<file path="config.mk">
export PLATFORM = sky130hd
export DESIGN_NAME = exc_irq_ctrl
export DESIGN_NICKNAME = d
export VERILOG_FILES = /design/src/rtl/exc_irq_ctrl.sv
export SDC_FILE = /design/constraint.sdc
export NUM_CORES = 1
export LEC_CHECK = 0
export BUFFER_PORTS_ARGS = -buffer_cell sky130_fd_sc_hd__buf_4
export CAP_MARGIN = 15
export CORE_ASPECT_RATIO = 0.9
export CORE_UTILIZATION = 27
export DETAILED_ROUTE_END_ITERATION = 12
export PLACE_DENSITY = 0.56
export SETUP_SLACK_MARGIN = 0.15
export SLEW_MARGIN = 20
export SYNTH_ARGS = -nofsm -noshare
export SYNTH_HDL_FRONTEND = slang
export SYNTH_SLANG_ARGS = --single-unit
</file>
<file path="constraint.sdc">
create_clock -name clk -period 10.84 [get_ports clk]
set_input_delay 1.084 -clock clk [delete_from_list [all_inputs] [get_ports clk]]
set_output_delay 1.084 -clock clk [all_outputs]
set_load 0.01 [all_outputs]
</file>
<file path="src/rtl/exc_irq_ctrl.sv">
// exc_irq_ctrl: CP0 exception/interrupt front end.
// Picks one event per accept window (exception > ERET > interrupt). It then emits
// the Cause/EPC/Status update strobes, holds a pipeline flush, and finally
// redirects the fetch PC to the exception vector or to the ERET target.
module exc_irq_ctrl #(
   parameter int unsigned SYNC_STAGES  = 2,
   parameter int unsigned FLUSH_CYCLES = 2,
   parameter logic [31:0] EXC_VECTOR   = 32'hBFC00380
) (
   input  logic        clk,
   input  logic        rst,
   input  logic [5:0]  ip_hw_in,
   input  logic [1:0]  sw_ip,
   input  logic        ie,
   input  logic        exl,
   input  logic [7:0]  im,
   input  logic        commit_valid,
   input  logic [31:0] commit_pc,
   input  logic        commit_bd,
   input  logic        exc_req,
   input  logic [4:0]  exc_code_in,
   input  logic        eret,
   input  logic [31:0] epc_in,
   output logic        exception_abort,
   output logic [4:0]  exception_code,
   output logic        bd_p,
   output logic        irq_h,
   output logic        irq_s,
   output logic [5:0]  ip_h,
   output logic [1:0]  ip_s,
   output logic        epc_we,
   output logic [31:0] epc_wdata,
   output logic        exl_set,
   output logic        exl_clr,
   output logic        flush,
   output logic        pc_redirect,
   output logic [31:0] redirect_pc,
   output logic        busy
);

   localparam int unsigned CNT_W = (FLUSH_CYCLES > 1) ? $clog2(FLUSH_CYCLES) : 1;
   localparam logic [CNT_W-1:0] CNT_LAST = CNT_W'(FLUSH_CYCLES - 1);

   typedef enum logic [1:0] {
      S_IDLE,
      S_ENTRY,
      S_FLUSH,
      S_REDIR
   } state_e;

   // One-cycle Cause/EPC/Status update presented during ENTRY.
   typedef struct packed {
      logic        abort;
      logic [4:0]  code;
      logic        bd;
      logic        irq_h;
      logic        irq_s;
      logic [5:0]  ip_h;
      logic [1:0]  ip_s;
      logic        epc_we;
      logic [31:0] epc_wdata;
      logic        exl_set;
      logic        exl_clr;
   } entry_t;

   logic [SYNC_STAGES-1:0][5:0] sync_q;
   state_e                      state_q, state_d;
   logic [CNT_W-1:0]            cnt_q, cnt_d;
   logic                        is_eret_q, is_eret_d;
   logic [31:0]                 ret_pc_q, ret_pc_d;
   entry_t                      entry_q, entry_d;
   logic                        flush_q, flush_d;
   logic                        redir_q, redir_d;
   logic [31:0]                 redirect_pc_q, redirect_pc_d;

   logic [5:0]  pend_h;
   logic [1:0]  pend_s;
   logic        int_ok;
   logic [31:0] epc_value;

   assign pend_h    = sync_q[SYNC_STAGES-1] & im[7:2];
   assign pend_s    = sw_ip & im[1:0];
   assign int_ok    = ie & ~exl & (|{pend_h, pend_s});
   // A delay-slot instruction restarts at its branch, one word earlier.
   assign epc_value = commit_bd ? (commit_pc - 32'd4) : commit_pc;

   // Synchronizer chain for the asynchronous hardware interrupt lines.
   always_ff @(posedge clk or posedge rst) begin
      if (rst) begin
         sync_q <= '0;
      end else begin
         // NOTE: clocked state uses non-blocking assignments so every flop samples pre-edge values.
         sync_q <= {sync_q[SYNC_STAGES-2:0], ip_hw_in};
      end
   end

   // FSM state, flush counter and the captured ERET context.
   always_ff @(posedge clk or posedge rst) begin
      if (rst) begin
         state_q   <= S_IDLE;
         cnt_q     <= '0;
         is_eret_q <= 1'b0;
         ret_pc_q  <= '0;
      end else begin
         state_q   <= state_d;
         cnt_q     <= cnt_d;
         is_eret_q <= is_eret_d;
         ret_pc_q  <= ret_pc_d;
      end
   end

   // Registered outputs, so every strobe is glitch-free and exactly one cycle wide.
   always_ff @(posedge clk or posedge rst) begin
      if (rst) begin
         entry_q       <= '0;
         flush_q       <= 1'b0;
         redir_q       <= 1'b0;
         redirect_pc_q <= '0;
      end else begin
         entry_q       <= entry_d;
         flush_q       <= flush_d;
         redir_q       <= redir_d;
         redirect_pc_q <= redirect_pc_d;
      end
   end

   // Next state, and the output values the registers present in the following cycle.
   always_comb begin
      // NOTE: every signal is given a default before the case so no path leaves it unassigned (no latch).
      state_d       = state_q;
      cnt_d         = cnt_q;
      is_eret_d     = is_eret_q;
      ret_pc_d      = ret_pc_q;
      entry_d       = '0;
      flush_d       = 1'b0;
      redir_d       = 1'b0;
      redirect_pc_d = redirect_pc_q;

      case (state_q)
         S_IDLE: begin
            if (commit_valid && (exc_req || eret || int_ok)) begin
               state_d = S_ENTRY;
               flush_d = 1'b1;
               if (exc_req) begin
                  is_eret_d         = 1'b0;
                  entry_d.abort     = 1'b1;
                  entry_d.code      = exc_code_in;
                  entry_d.bd        = commit_bd;
                  entry_d.exl_set   = 1'b1;
                  entry_d.epc_we    = ~exl;
                  entry_d.epc_wdata = epc_value;
               end else if (eret) begin
                  is_eret_d       = 1'b1;
                  ret_pc_d        = epc_in;
                  entry_d.exl_clr = 1'b1;
               end else begin
                  // Interrupt: the commit instruction is cancelled and restarts from EPC.
                  is_eret_d         = 1'b0;
                  entry_d.abort     = 1'b1;
                  entry_d.code      = 5'd0;
                  entry_d.bd        = commit_bd;
                  entry_d.exl_set   = 1'b1;
                  entry_d.irq_h     = |pend_h;
                  entry_d.ip_h      = pend_h;
                  entry_d.irq_s     = |pend_s;
                  entry_d.ip_s      = pend_s;
                  entry_d.epc_we    = ~exl;
                  entry_d.epc_wdata = epc_value;
               end
            end
         end
         S_ENTRY: begin
            state_d = S_FLUSH;
            cnt_d   = '0;
            flush_d = 1'b1;
         end
         S_FLUSH: begin
            if (cnt_q == CNT_LAST) begin
               state_d       = S_REDIR;
               redir_d       = 1'b1;
               redirect_pc_d = is_eret_q ? ret_pc_q : EXC_VECTOR;
            end else begin
               cnt_d   = cnt_q + CNT_W'(1);
               flush_d = 1'b1;
            end
         end
         S_REDIR: begin
            state_d = S_IDLE;
         end
         default: begin
            state_d = S_IDLE;
         end
      endcase
   end

   assign exception_abort = entry_q.abort;
   assign exception_code  = entry_q.code;
   assign bd_p            = entry_q.bd;
   assign irq_h           = entry_q.irq_h;
   assign irq_s           = entry_q.irq_s;
   assign ip_h            = entry_q.ip_h;
   assign ip_s            = entry_q.ip_s;
   assign epc_we          = entry_q.epc_we;
   assign epc_wdata       = entry_q.epc_wdata;
   assign exl_set         = entry_q.exl_set;
   assign exl_clr         = entry_q.exl_clr;
   assign flush           = flush_q;
   assign pc_redirect     = redir_q;
   assign redirect_pc     = redirect_pc_q;
   assign busy            = (state_q != S_IDLE);

endmodule

</file>
==> summary.md <==
| Metric | Value |
|---|---|
| Status | finished, final reports clean |
| GPL Wtd Cong | 0.743 |
| Mapped Cells | 518 |
| Effective utilization at floorplan | 27.6% |
| Clock Tree Buf Depth | 2 |
| EDFF count, synth | 0 |
| Post-Syn Area per Cell | 10.2 um2 |
| CP Buf/Inv Count | 1 |
| Mapped Area | 5290 um2 |
| Seq/Total Area, Yosys | 63.0% |
| Post-DRT Antenna Nets | 0 |
| Layout cell share with drive strength beyond 1 | 33.5% |
| # rows | 48 |
| Crit Path Category | in2reg |
| Area added between synthesis and finish | 40.4% |
| Clk pwr share | 32.7% |
| Synthesized Nets | 616 |
| Vias/cell | 4.28 |
| Hold Fails Final Rpt | 0 |
| Clock skew | 0.0112 ns |
| TritonCTS buffer count | 17 |
| Clk Latency, worst-skew pair | 0.41 ns |
| Grt met3 use | 6.55% |
| CTS tree | done |
| Max-slew headroom | 44.6% |
| IO buf count | 179 |
| Synth cell types | 44 |
| CTS root buffer | clkbuf_16 |
| Slew Viols, Final | 0 |
| Setup Viol. Count Final | 0 |
| Commonest cells after routing, fill and taps aside | buf_4 (183), dfrtp_1 (132), nand2_1 (131) |
| Residual DRC count | 0 |
| Total power | 1620 uW |
| Fillers | 1964 |
| NetSw | 509 uW |
| Total gr overflow | 0 |
| WL final | 13100 um |
| N_diodes | 0 |
| Hpwl dp | 9190 um |
| Cell Chain, Critical Path | buf_4, a22oi_1, a41oi_1, o31ai_1, or2_2, nor2_1 |
| Cts hold-fix bufs | 0 |
| # IOs | 180 |
| Via count | 4100 |
| Data arrival time of the critical path | 2.92 ns |
| Die height | 135 um |
| Worst setup SP type | primary input |
| CTS H-tree lvls | 4 |
| RSZ-0062 raised after global routing | no |
| Sw frac | 31.3% |
| Int Power | 1110 uW |
| Cell Pwr Density | 219 nW/um2 |
| DIE AREA | 20100 um2 |
| Core area | 19200 um2 |
| Maximum clock frequency | 377 MHz |
| Crit path max-delay family | compound AO/OA/AOI/OAI gates |
| Most common cell after layout, fill and taps aside | buf_4 |
| YS warnings | 0 |
| Max Cap Viol | 0 |
| Chip Width | 149 um |
| Average routed wire per standard cell | 13.7 um |
| 1st-iter DRT viols | 99 |
| Vias in the first global route | 4111 |
| Post-CTS Setup Repair Bufs | 0 |
| Post-synth ARST share | 100% |
| Tot GR Track Use | 13.7% |
| # nets final | 792 |
| Final period utilization | 24.5% |
| Most Crowded Layer GR | met2 |
| Iteration count of the initial detailed-routing pass | 5 |
| CTS clk-pin slew, worst paths | 0.06 ns |
| CP peak stage delay | 0.70 ns |
| Setup_tns | 0 ns |
| Post-Route Utilization | 38.7% |
| Clock sink count | 133 |
| Initial antenna violation count | 0 |
| M2 GR Usage | 21.0% |
| Max FO, Critical Path | 35 |
| Resized cells post-CTS | 0 |
| Global-route wire length before repair | 21200 um |
| Worst slew pin tran | 0.831 ns |
| Design area | 7420 um2 |
| Met1 Usage GRT | 16.6% |
| Slowest CP cell | or2_2 |
| Combinational Power Share | 23.5% |
| Placed inst area | 6870 um2 |
| Largest net degree at the start of global routing | 69 |
| FF+latch count, synth | 133 |
| Min Tclk post-route | 2.65 ns |
| Sequential Power Share | 43.8% |
| Main synth FF type | dfrtp_1 |
| Required time of the critical path | 11.10 ns |
| Worst min path class | reg2reg |
| Leak pwr | 0.00375 uW |
| Critical Path Sink Type | register |
| VDD IR max | 0.105 mV |
path summary, 6_finish.rpt:
kind / start / slack (ns) / end / cells past startpoint
max reg2reg: state_q[0] / 8.51 / redirect_pc[27] / 6
max in group asynchronous: rst / 8.82 / ret_pc_q[27] / 3
max: sw_ip[0] / 8.19 / epc_wdata[11] / 6
min reg2reg: sync_q[3] / 0.35 / sync_q[9] / 0
min: sync_q[3] / 0.35 / sync_q[9] / 0
min in group asynchronous: rst / 0.74 / epc_wdata[15] / 2
synth_stat cells, types with 2 or more instances:
| master | instances | share of area [%] |
|---|---|---|
| nor4bb_1 | 2 | 0.38 |
| clkbuf_1 | 17 | 1.2 |
| a21oi_1 | 4 | 0.38 |
| nor3_1 | 4 | 0.38 |
| buf_1 | 2 | 0.14 |
| and3_1 | 5 | 0.59 |
| nor2_2 | 8 | 0.95 |
| xnor2_1 | 6 | 0.99 |
| a31oi_1 | 13 | 1.5 |
| or2_2 | 2 | 0.24 |
| mux2_2 | 2 | 0.43 |
| nor2_1 | 56 | 4.0 |
| o31ai_1 | 2 | 0.28 |
| nand2_1 | 131 | 9.3 |
| buf_4 | 2 | 0.28 |
| a22oi_1 | 4 | 0.57 |
| xor2_1 | 21 | 3.5 |
| o21ai_0 | 13 | 1.2 |
| nand4b_1 | 4 | 0.66 |
| nand3_1 | 28 | 2.7 |
| nor2b_1 | 2 | 0.24 |
| nor4_1 | 3 | 0.36 |
| inv_1 | 22 | 1.6 |
| ha_1 | 5 | 1.2 |
| buf_2 | 4 | 0.38 |
| dfrtp_1 | 133 | 63 |
| or4_1 | 3 | 0.43 |
| nand3b_1 | 4 | 0.57 |
flip-flops by register name (all words and copies together) (netlist names), 2 cells and up:
| name | cells |
|---|---|
| epc_wdata | 32 |
| exception_code | 5 |
| ip_h | 6 |
| ip_s | 2 |
| redirect_pc | 32 |
| ret_pc_q | 32 |
| state_q | 2 |
| sync_q | 12 |
final cells by class:
cell class / instances / area, um2 / share of cell area [%]
Clock inverter: 13 / 97.6 / 1.32
Inverter: 24 / 95.1 / 1.28
Sequential cell: 133 / 3330 / 44.9
Multi-Input combinational cell: 335 / 1760 / 23.7
Timing Repair Buffer: 183 / 1370 / 18.5
Tap cell: 250 / 313 / 4.22
Clock buffer: 19 / 453 / 6.10
through the flow:
step	worst slack, ns	hold WS [ns]	std cells
final	8.19	0.347	957
after global routing	7.95	0.355	957
after CTS	7.93	0.350	957
after detailed placement	7.49	0.336	925
after global placement	7.59	0.333	925
after floorplan	6.20	0.331	518
layer usage:
metal | vias to the layer above | wire [um] | part of all wire, %
li1 | 2026 | - | -
met1 | 1924 | 5580 | 43
met2 | 135 | 5950 | 45
met3 | 15 | 1380 | 11
met4 | 0 | 180 | 1.4
met5 | - | 0 | 0
logic make-up (layout without fill, tap and decap cells):
family	Yosys count	in the layout	share of synthesized area [%]
buf+inv	50	239	4.00
flops	133	133	63.0
xor+xnor	27	27	4.47
mux	2	2	0.426
fa+ha+maj	5	5	1.18
compound gates	39	39	4.45
simple gates	262	262	22.5
worst register-to-register path, delay by kind of cell, from the launching register on:
family	cells	cell delay, ns
and+or+nand+nor	2	0.58
AOI/OAI and AO/OA	1	0.16
buffers and inverters	2	0.90
adders and majority gates	1	0.21
DFF	1	0.39
power by group through the flow:
stage / Clock, uW / Combinational, uW / Sequential (uW)
after CTS: 550 / 391 / 712
after global routing: 571 / 434 / 728
final: 531 / 381 / 711
after floorplan: 0 / 194 / 719
after detailed placement: 0 / 389 / 720
after global placement: 0 / 384 / 717
Power figures use the tool's default switching activity.
